[src/rtl/ws2812_rx_decoder.sv]
// rtl/ws2812_rx_decoder.sv - WS2812 NRZ receiver: pulse-width bit decode, GRB pixel packing, frame-gap detection
// Optional cascade output on dout is built only when WS2812_RX_PASSTHRU_EN is defined.
module ws2812_rx_decoder #(
  parameter int T_MIN     = 8,
  parameter int T_THRESH  = 30,
  parameter int T_MAX     = 60,
  parameter int RESET_CYC = 2500,
  parameter int CNT_W     = 16,
  parameter int IDX_W     = 8
) (
  input  logic             sys_clk,
  input  logic             sys_rst_n,
  input  logic             din,
  output logic             pixel_valid,
  output logic [7:0]       data_g,
  output logic [7:0]       data_r,
  output logic [7:0]       data_b,
  output logic [IDX_W-1:0] pixel_idx,
  output logic             frame_done,
  output logic             rx_err,
  output logic             dout
);

  typedef enum logic [1:0] {ST_SYNC, ST_LOW, ST_HIGH} state_t;

  localparam logic [CNT_W-1:0] C_MIN    = CNT_W'(T_MIN);
  localparam logic [CNT_W-1:0] C_THRESH = CNT_W'(T_THRESH);
  localparam logic [CNT_W-1:0] C_MAX    = CNT_W'(T_MAX);
  localparam logic [CNT_W-1:0] C_GAP    = CNT_W'(RESET_CYC);
  localparam logic [IDX_W-1:0] IDX_LAST = {IDX_W{1'b1}};

  state_t           state_q, state_d;
  logic             din_m_q, din_s_q, din_d_q;
  logic [CNT_W-1:0] high_cnt_q, high_cnt_d;
  logic [CNT_W-1:0] low_cnt_q, low_cnt_d;
  logic [CNT_W-1:0] high_cnt_inc, low_cnt_inc;
  logic [4:0]       bit_cnt_q, bit_cnt_d;
  logic [23:0]      shift_q, shift_d;
  logic [IDX_W-1:0] next_idx_q, next_idx_d;
  logic [IDX_W-1:0] pixel_idx_q, pixel_idx_d;
  logic [7:0]       data_g_q, data_g_d;
  logic [7:0]       data_r_q, data_r_d;
  logic [7:0]       data_b_q, data_b_d;
  logic             pixel_valid_q, pixel_valid_d;
  logic             frame_done_q, frame_done_d;
  logic             rx_err_q, rx_err_d;
  logic             rise, fall, bit_val, clear_frame;

  assign rise         = din_s_q & ~din_d_q;
  assign fall         = ~din_s_q & din_d_q;
  assign high_cnt_inc = high_cnt_q + CNT_W'(1);
  assign low_cnt_inc  = low_cnt_q + CNT_W'(1);
  assign bit_val      = (high_cnt_q >= C_THRESH);

  always_comb begin
    state_d       = state_q;
    high_cnt_d    = high_cnt_q;
    low_cnt_d     = low_cnt_q;
    bit_cnt_d     = bit_cnt_q;
    shift_d       = shift_q;
    next_idx_d    = next_idx_q;
    pixel_idx_d   = pixel_idx_q;
    data_g_d      = data_g_q;
    data_r_d      = data_r_q;
    data_b_d      = data_b_q;
    pixel_valid_d = 1'b0;
    frame_done_d  = 1'b0;
    rx_err_d      = 1'b0;
    clear_frame   = 1'b0;
    case (state_q)
      // Nothing is decoded until the line has been idle-low for a full gap.
      ST_SYNC: begin
        if (din_s_q) begin
          low_cnt_d = '0;
        end else if (low_cnt_inc == C_GAP) begin
          low_cnt_d = C_GAP;
          state_d   = ST_LOW;
        end else begin
          low_cnt_d = low_cnt_inc;
        end
      end
      ST_LOW: begin
        if (rise) begin
          state_d    = ST_HIGH;
          high_cnt_d = CNT_W'(1);
          low_cnt_d  = '0;
        end else if (low_cnt_q != C_GAP) begin
          low_cnt_d = low_cnt_inc;
          if (low_cnt_inc == C_GAP) begin
            frame_done_d = (bit_cnt_q != 5'd0) || (next_idx_q != '0);
            rx_err_d     = (bit_cnt_q != 5'd0);
            clear_frame  = 1'b1;
          end
        end
      end
      ST_HIGH: begin
        if (fall) begin
          low_cnt_d = '0;
          if (high_cnt_q < C_MIN) begin
            rx_err_d    = 1'b1;
            state_d     = ST_SYNC;
            clear_frame = 1'b1;
          end else begin
            state_d = ST_LOW;
            shift_d = {shift_q[22:0], bit_val};
            if (bit_cnt_q == 5'd23) begin
              bit_cnt_d     = 5'd0;
              pixel_valid_d = 1'b1;
              data_g_d      = shift_d[23:16];
              data_r_d      = shift_d[15:8];
              data_b_d      = shift_d[7:0];
              pixel_idx_d   = next_idx_q;
              next_idx_d    = (next_idx_q == IDX_LAST) ? next_idx_q : next_idx_q + IDX_W'(1);
            end else begin
              bit_cnt_d = bit_cnt_q + 5'd1;
            end
          end
        end else if (high_cnt_inc >= C_MAX) begin
          rx_err_d    = 1'b1;
          state_d     = ST_SYNC;
          low_cnt_d   = '0;
          clear_frame = 1'b1;
        end else begin
          high_cnt_d = high_cnt_inc;
        end
      end
      default: state_d = ST_SYNC;
    endcase
    if (clear_frame) begin
      bit_cnt_d  = 5'd0;
      next_idx_d = '0;
    end
  end

`ifdef WS2812_RX_PASSTHRU_EN
  logic pass_q, pass_d;

  // Chain element: pixel 0 of each frame is consumed, the rest is forwarded.
  always_comb begin
    pass_d = pass_q;
    if (clear_frame) begin
      pass_d = 1'b0;
    end else if (pixel_valid_d) begin
      pass_d = 1'b1;
    end
  end

  assign dout = pass_q & din_s_q;
`else
  assign dout = 1'b0;
`endif

  always_ff @(posedge sys_clk or negedge sys_rst_n) begin
    if (!sys_rst_n) begin
      state_q       <= ST_SYNC;
      din_m_q       <= 1'b0;
      din_s_q       <= 1'b0;
      din_d_q       <= 1'b0;
      high_cnt_q    <= '0;
      low_cnt_q     <= '0;
      bit_cnt_q     <= 5'd0;
      shift_q       <= 24'd0;
      next_idx_q    <= '0;
      pixel_idx_q   <= '0;
      data_g_q      <= 8'd0;
      data_r_q      <= 8'd0;
      data_b_q      <= 8'd0;
      pixel_valid_q <= 1'b0;
      frame_done_q  <= 1'b0;
      rx_err_q      <= 1'b0;
`ifdef WS2812_RX_PASSTHRU_EN
      pass_q        <= 1'b0;
`endif
    end else begin
      state_q       <= state_d;
      din_m_q       <= din;
      din_s_q       <= din_m_q;
      din_d_q       <= din_s_q;
      high_cnt_q    <= high_cnt_d;
      low_cnt_q     <= low_cnt_d;
      bit_cnt_q     <= bit_cnt_d;
      shift_q       <= shift_d;
      next_idx_q    <= next_idx_d;
      pixel_idx_q   <= pixel_idx_d;
      data_g_q      <= data_g_d;
      data_r_q      <= data_r_d;
      data_b_q      <= data_b_d;
      pixel_valid_q <= pixel_valid_d;
      frame_done_q  <= frame_done_d;
      rx_err_q      <= rx_err_d;
`ifdef WS2812_RX_PASSTHRU_EN
      pass_q        <= pass_d;
`endif
    end
  end

  assign pixel_valid = pixel_valid_q;
  assign data_g      = data_g_q;
  assign data_r      = data_r_q;
  assign data_b      = data_b_q;
  assign pixel_idx   = pixel_idx_q;
  assign frame_done  = frame_done_q;
  assign rx_err      = rx_err_q;

endmodule

[config.mk]
export PLATFORM = sky130hd
export DESIGN_NAME = ws2812_rx_decoder
export DESIGN_NICKNAME = d
export VERILOG_FILES = /design/src/rtl/ws2812_rx_decoder.sv
export SDC_FILE = /design/constraint.sdc
export NUM_CORES = 1
export LEC_CHECK = 0
export ABC_AREA = 1
export CELL_PAD_IN_SITES_DETAIL_PLACEMENT = 1
export CELL_PAD_IN_SITES_GLOBAL_PLACEMENT = 1
export CORE_MARGIN = 2
export CORE_UTILIZATION = 44
export CTS_CLUSTER_DIAMETER = 150
export DETAILED_ROUTE_END_ITERATION = 7
export GPL_TIMING_DRIVEN = 0
export PLACE_DENSITY = 0.81
export SLEW_MARGIN = 15
export SYNTH_ARGS = -nofsm -noshare
export SYNTH_HDL_FRONTEND = slang
export SYNTH_SLANG_ARGS = --single-unit
[constraint.sdc]
create_clock -name sys_clk -period 3 [get_ports sys_clk]
set_clock_uncertainty 0.15 [all_clocks]
set_input_delay 0.3 -clock sys_clk [delete_from_list [all_inputs] [get_ports sys_clk]]
set_output_delay 0.3 -clock sys_clk [all_outputs]
set_load 0.02 [all_outputs]
; ---- After elaboration in Yosys (flattened, before gate mapping)
; Index checks and enable logic that the tools add are counted.
[totals]
reg_bits = 108
latch_bits = 0
ram_bits = 0
mem_bits_ro = 0
inputBits = 3
word_cells = 107
memories = 0
[op_classes]
add_sub_neg = 4
n_mul = 0
n_div = 0
n_lt_le_gt_ge = 3
eq_ne = 15
n_shift = 0
mux = 48
bitwise_logic = 5
reduce_logical = 16
[op_table]
columns = op, count
row1 = 16-bit two-way mux, 9
row2 = 8-bit two-way mux, 6
row3 = 16-bit case mux with 3 select lines, 1
row4 = "16-bit by 1-bit adder with 16-bit output, second input constant", 2
row5 = 16-bit case mux with 2 select lines, 1
row6 = 5-bit two-way mux, 5
row7 = 1-bit two-way mux, 18
row8 = "16-bit by 12-bit equality test with 1-bit output, second input constant", 1
row9 = "16-bit by 5-bit >= comparator with 1-bit output, second input constant", 1
row10 = "16-bit by 6-bit >= comparator with 1-bit output, second input constant", 1
row11 = "16-bit by 4-bit < comparator with 1-bit output, second input constant", 1
row12 = "16-bit by 12-bit != test with 1-bit output, second input constant", 1
row13 = "2-bit != test, second input constant", 7
row14 = 4-bit AND reduction, 3
row15 = 2-bit two-way mux, 5
row16 = 3-bit AND reduction, 3
row17 = "8-bit by 1-bit adder with 8-bit output, second input constant", 1
row18 = "8-bit equality test, second input constant", 1
row19 = 2-bit nonzero test, 4
row20 = 8-bit nonzero test, 1
row21 = "3-bit != test, second input constant", 2
row22 = 2-bit case mux with 3 select lines, 1
row23 = "5-bit by 1-bit adder with 5-bit output, second input constant", 1
row24 = "5-bit equality test, second input constant", 1
row25 = 10 further kinds, 14

; ---- Depth between registers and ports, before layout
[logic_depth]
depth_word = 8
mapped_depth = 16
ltp_nobuf = 16

; ---- Worst setup path after synthesis
; OpenSTA, ideal clock, no wires.
[synth_timing]
kind = register to register
start = reg low_cnt_q[1]
end = reg bit_cnt_q[0]
t_arrival_ns = 1.784
t_required_ns = 2.709
slack_ns = 0.925
path_stages_with_launch = 14
n_path_buf = 1
cell_sequence = dfrtp_1 ha_1 nand2_1 nor2_1 nand3_1 nand2_1 nand2_1 inv_1 nand2_1 nor2_1 nand3_1 nand2_2 buf_6 a21oi_2
[synth_between]
elab_chain_len = 8
[synth_lines]
columns = element, line_no
row1 = "start, declared", 35  ; logic [CNT_W-1:0] low_cnt_q, low_cnt_d;
row2 = "start signal, assigned", 180  ; low_cnt_q <= low_cnt_d;
row3 = 16-bit by 1-bit adder with 16-bit output, 52  ; assign low_cnt_inc = low_cnt_q + CNT_W'(1);
row4 = 16-bit by 12-bit equality test with 1-bit output, 89  ; if (low_cnt_inc == C_GAP) begin
row5 = 1-bit two-way mux, 89
row6 = 1-bit two-way mux *, 87  ; end else if (low_cnt_q != C_GAP) begin
row7 = 1-bit two-way mux *, 83  ; if (rise) begin
row8 = 1-bit case mux with 2 select lines *, 70  ; case (state_q)
row9 = 2-bit != test (no source line) or 2-bit nonzero test (tied branches), n/a
row10 = 3-bit AND reduction (no source line), n/a
row11 = "end signal, assigned", 181  ; bit_cnt_q <= bit_cnt_d;
row12 = "end, declared", 37  ; logic [4:0] bit_cnt_q, bit_cnt_d;
; Mark *: on every way between the ends. The rest lies on a longest branch, timed or not.
; A chain may end at the register's enable or synchronous reset.

; ---- Worst setup path after layout
[layout_timing]
start = reg state_q[0]
end = reg data_r_q[0], in the netlist data_r[0]
[layout_between]
elab_chain_len = 2
[layout_lines]
columns = element, line_no
row1 = "start, declared", 32  ; state_t state_q, state_d;
row2 = "start signal, assigned", 175  ; state_q <= state_d;
row3 = 2-bit equality test, 70
row4 = 4-bit AND reduction (no source line), n/a
row5 = "end signal, assigned", 186  ; data_r_q <= data_r_d;
row6 = "end, declared", 42  ; logic [7:0] data_r_q, data_r_d;
; No other way between the ends.

==> out/summary.md <==
For the via count of the first global-routing pass, the log shows 5404. The run gives 3.07 ns as the critical path data required time. The final number of max-transition violations was 0. The worst hold path belongs to the class register to register. In this run the count of I/O pins placed on the die edge is 39. The congestion estimate from routability-driven global placement came to 0.8599. The actual slew at the worst max-slew pin was 0.8023 ns; the row count was 41. The number of stages on the worst hold path was 0.

The worst hold path begins at din_m_q. End of the worst register-to-register path: data_r[0]. The count of clock tree sinks is 108. The first global-routing pass estimated 26.17 mm of wire. For this run, the top clock speed supported by timing is 0.3737 GHz.

The worst setup path is captured at a register. Clock-pin slew was measured on the worst setup and hold paths at 0.07 ns. In this run the cell area measured after placement is 0.006422 mm².

The logs give 0.2284 for the total routing resource utilization after global routing and 0 for the remaining number of nets flagged by the antenna check after routing. Data on the critical path arrives at its endpoint at 2.75 ns. The cell area that synthesis handed to floorplanning was 0.005808 mm². The leading register cell type out of synthesis is dfrtp_1.

The tool flagged a number of max-cap violations equal to 0. The mean routed wirelength per cell is 15.64 µm, and the normalized max-slew margin is 0.4595. Once layout is done, the placed cells without fillers occupy 0.006718 mm².

The fraction of the yosys area taken by sequential cells was 0.4653; the detailed-routing iteration count for the pre-antenna-repair pass was 4. The overall power was 2.694 mW. The buffer type at the clock tree root is clkbuf_16. The effective utilization at floorplan is 0.4547, and the initial antenna violation count is 0. For this run, the slowest stage of the critical path takes 0.41 ns.

In the routed design, unresolved DRC markers number 0. In this run the power density over the cells is 401.0 mW/mm². The floorplan step defined a core boundary enclosing 0.01277 mm². The most frequent cell after synthesis was nand2_1. The number of enable-type register cells in the synthesized netlist works out to 0. By count the netlist is led by nand2_1, dfrtp_1, inv_1, nor2_1, o21ai_0.

The run gives 765 as the net count after synthesis. Ranked by total cell area, the synthesized netlist is headed by dfrtp_1, nand2_1, o21ai_0, inv_1, nor2_1. At the end of the flow, the number of nets in the layout was 815. Largest fanout on the critical path: 10. The area growth from synthesis to layout was 15.66%. Walking the worst path, the cells encountered are inv_1 > ha_1 > inv_1 > nor2_1 > nand2_1 > clkinv_1 > nand2_1 > clkbuf_1 > o21ai_0. The tools report the instance count of the mapped netlist as 750. Element type at the critical path start: a register. TritonCTS built the clock tree. The static leakage is 3.030 nW.

The total die area is 0.01413 mm², and the share of the clock period used by the worst path is 0.8919. The startpoint identified for the worst register-to-register timing path is state_q[0]. The family of cells with the greatest summed delay on the critical path is buffers and inverters. The fraction of final layout cells sized beyond drive strength 1 came out at 0.09826. Across all register-to-register paths, the minimum setup slack is 0.32 ns. The number of setup buffers added after CTS is 0.

The number of failing hold endpoints at the final stage is 0, and the share of the synthesized area in the top cell type is 0.4653. For the total length of routed wires, the log shows 15.27 mm. In this run, synthesis produced a sequential element count of 108. The y dimension of the die came out at 118.9 µm.

The worst hold path terminates at din_s_q. Of all cell types, the one taking the most synthesized area is dfrtp_1. The flow ran to the end, and the final reports show no timing, DRC or antenna violations.

The number of different library cells in the post-synthesis netlist was 36; the vias after detailed routing was 5120. 0 antenna diodes ended up in the layout. The tools report the count of filler cells inserted in the layout as 1558.

Setup repair after global routing left no endpoint under its margin. The clock tree synthesis step divided the H-tree into 3 levels. For this design, the slowest cell found on the critical path is dfrtp_1. Yosys warning count: 0. The classification of the worst setup path is register to register. Buffer and inverter count on the worst path: 4. Buffers placed on the I/O ports in this run total 37. The average cell area after synthesis is 7.744 µm², and the largest vdd supply drop is 0.2558 mV. The final number of setup-violating endpoints was 0; the detail-routed via count per cell was 5.246.

After global routing the overflow that remains totals 0. Clock latency on the worst-skew pair, taken at its later pin, is 0.36 ns. The worst register-to-register path has a depth of 9. The number of design-rule violations left by the first detailed-router iteration is 218, and the maximum number of pins on one net before global-route repair is 73. The share of flip-flops with an asynchronous set or reset after synthesis was 1.000; the shortest clock period the worst path allows after layout was 2.676 ns.

For the utilization of the core after routing, the log shows 0.5259. The logs give 11.53 mm for the final HPWL from detailed placement and 2 for the maximum buffer depth of the clock tree. The horizontal die dimension works out to 118.9 µm.

Buffers inserted during clock tree synthesis total 9.
-- logic make-up (layout without fill, tap and decap cells) --
logic type / count (synthesis) / in the layout / share of synthesized area
other: 1 / 1 / 0.0006457
AOI/OAI and AO/OA: 106 / 106 / 0.1071
buffers and inverters: 116 / 170 / 0.08488
DFF: 108 / 108 / 0.4653
muxes: 1 / 1 / 0.001723
xor gates and xnor gates: 7 / 7 / 0.01056
adders and majority gates: 12 / 12 / 0.02585
and+or+nand+nor: 399 / 399 / 0.3040
-- state kept, by name (all words and copies together), names as in the netlist, 5 cells and up --
register,flops
low_cnt_q,16
shift_q,23
pixel_idx,8
high_cnt_q,16
data_g,8
next_idx_q,8
data_b,8
data_r,8
bit_cnt_q,5
-- per-layer routing --
layer,share of wire,track usage,up-vias
li1,-,-,2497
met3,0.025,0.02921,15
met5,0,0,-
met1,0.46,0.2931,2545
met2,0.50,0.4030,63
met4,0.014,0.06771,0
-- through the flow --
step           instances  worst slack [ns]  TNS (ns)  hold slack (ns)
2_1_floorplan        750            0.9250         0          -0.1456
4_1_cts              976            0.2511         0           0.2029
5_1_grt              976           0.01669         0           0.2061
3_3_place_gp         959            -2.688   -289.07           0.1864
3_5_place_dp         960            0.2843         0          0.07791
6_report             976            0.3242         0           0.2002
-- cell usage in the layout, fill, tap and decap left out, types with 2 or more instances in the layout --
cell type        count
nand2_1            213
xor2_1               7
buf_12               2
nand2_2             19
nor3_1               8
nand4_1             25
o21ai_2              9
nand3_1             48
clkbuf_1             9
nor2_4               3
o21ai_0             70
buf_2                3
nand3b_1             2
a21boi_0             2
nor2_2               5
clkdlybuf4s50_1     36
inv_1               93
o21ai_1              3
or2_2                2
inv_2                2
a21oi_2             10
a21oi_1              8
dfrtp_1            108
o41ai_1              4
buf_6                3
nor2_1              70
clkbuf_16            9
clkinv_4             2
ha_1                12
-- worst max-delay path by stage --
stage	from	end	slack, ns	cells after the start
after CTS	state_q[0]	pixel_idx[2]	0.25	9
after global placement	sys_rst_n	next_idx_q[4]	-2.69	1
after global routing	state_q[0]	data_r[2]	0.02	9
final	state_q[0]	data_r[0]	0.32	9
after floorplan	low_cnt_q[1]	bit_cnt_q[0]	0.93	13
after detailed placement	state_q[0]	pixel_idx[2]	0.28	9
-- worst register-to-register path: cells and delay by family (launching register included) --
family          cells  cell delay, ns
compound gates      1            0.16
fa+ha+maj           1            0.31
buf+inv             4            0.90
flops               1            0.41
simple gates        3            0.60
-- power by group --
part / switching [mW] / total (mW) / internal, mW
Clock: 0.568 / 1.16 / 0.594
Sequential: 0.00683 / 1.47 / 1.46
Combinational: 0.0490 / 0.0658 / 0.0169
Total: 0.624 / 2.69 / 2.07
-- what timing repair did --
| item | in CTS | in global routing |
|---|---|---|
| hold buffers | 1 | 0 |
| endpoints found under the hold margin | 36 | 0 |
| gates resized for setup | 0 | 2 |
| setup endpoints to repair | 0 | 1 |
-- cell type report --
class	count	area, µm²	area share
buffer	19	127.6	0.01900
clock buffer	10	239.0	0.03557
clock inverter	5	45.04	0.006705
inverter	97	366.6	0.05457
multi-input combinational	526	2613	0.3889
sequential	108	2703	0.4023
tap	172	215.2	0.03204
timing repair buffer	39	409.1	0.06091
(Power assumes the default switching activity.)
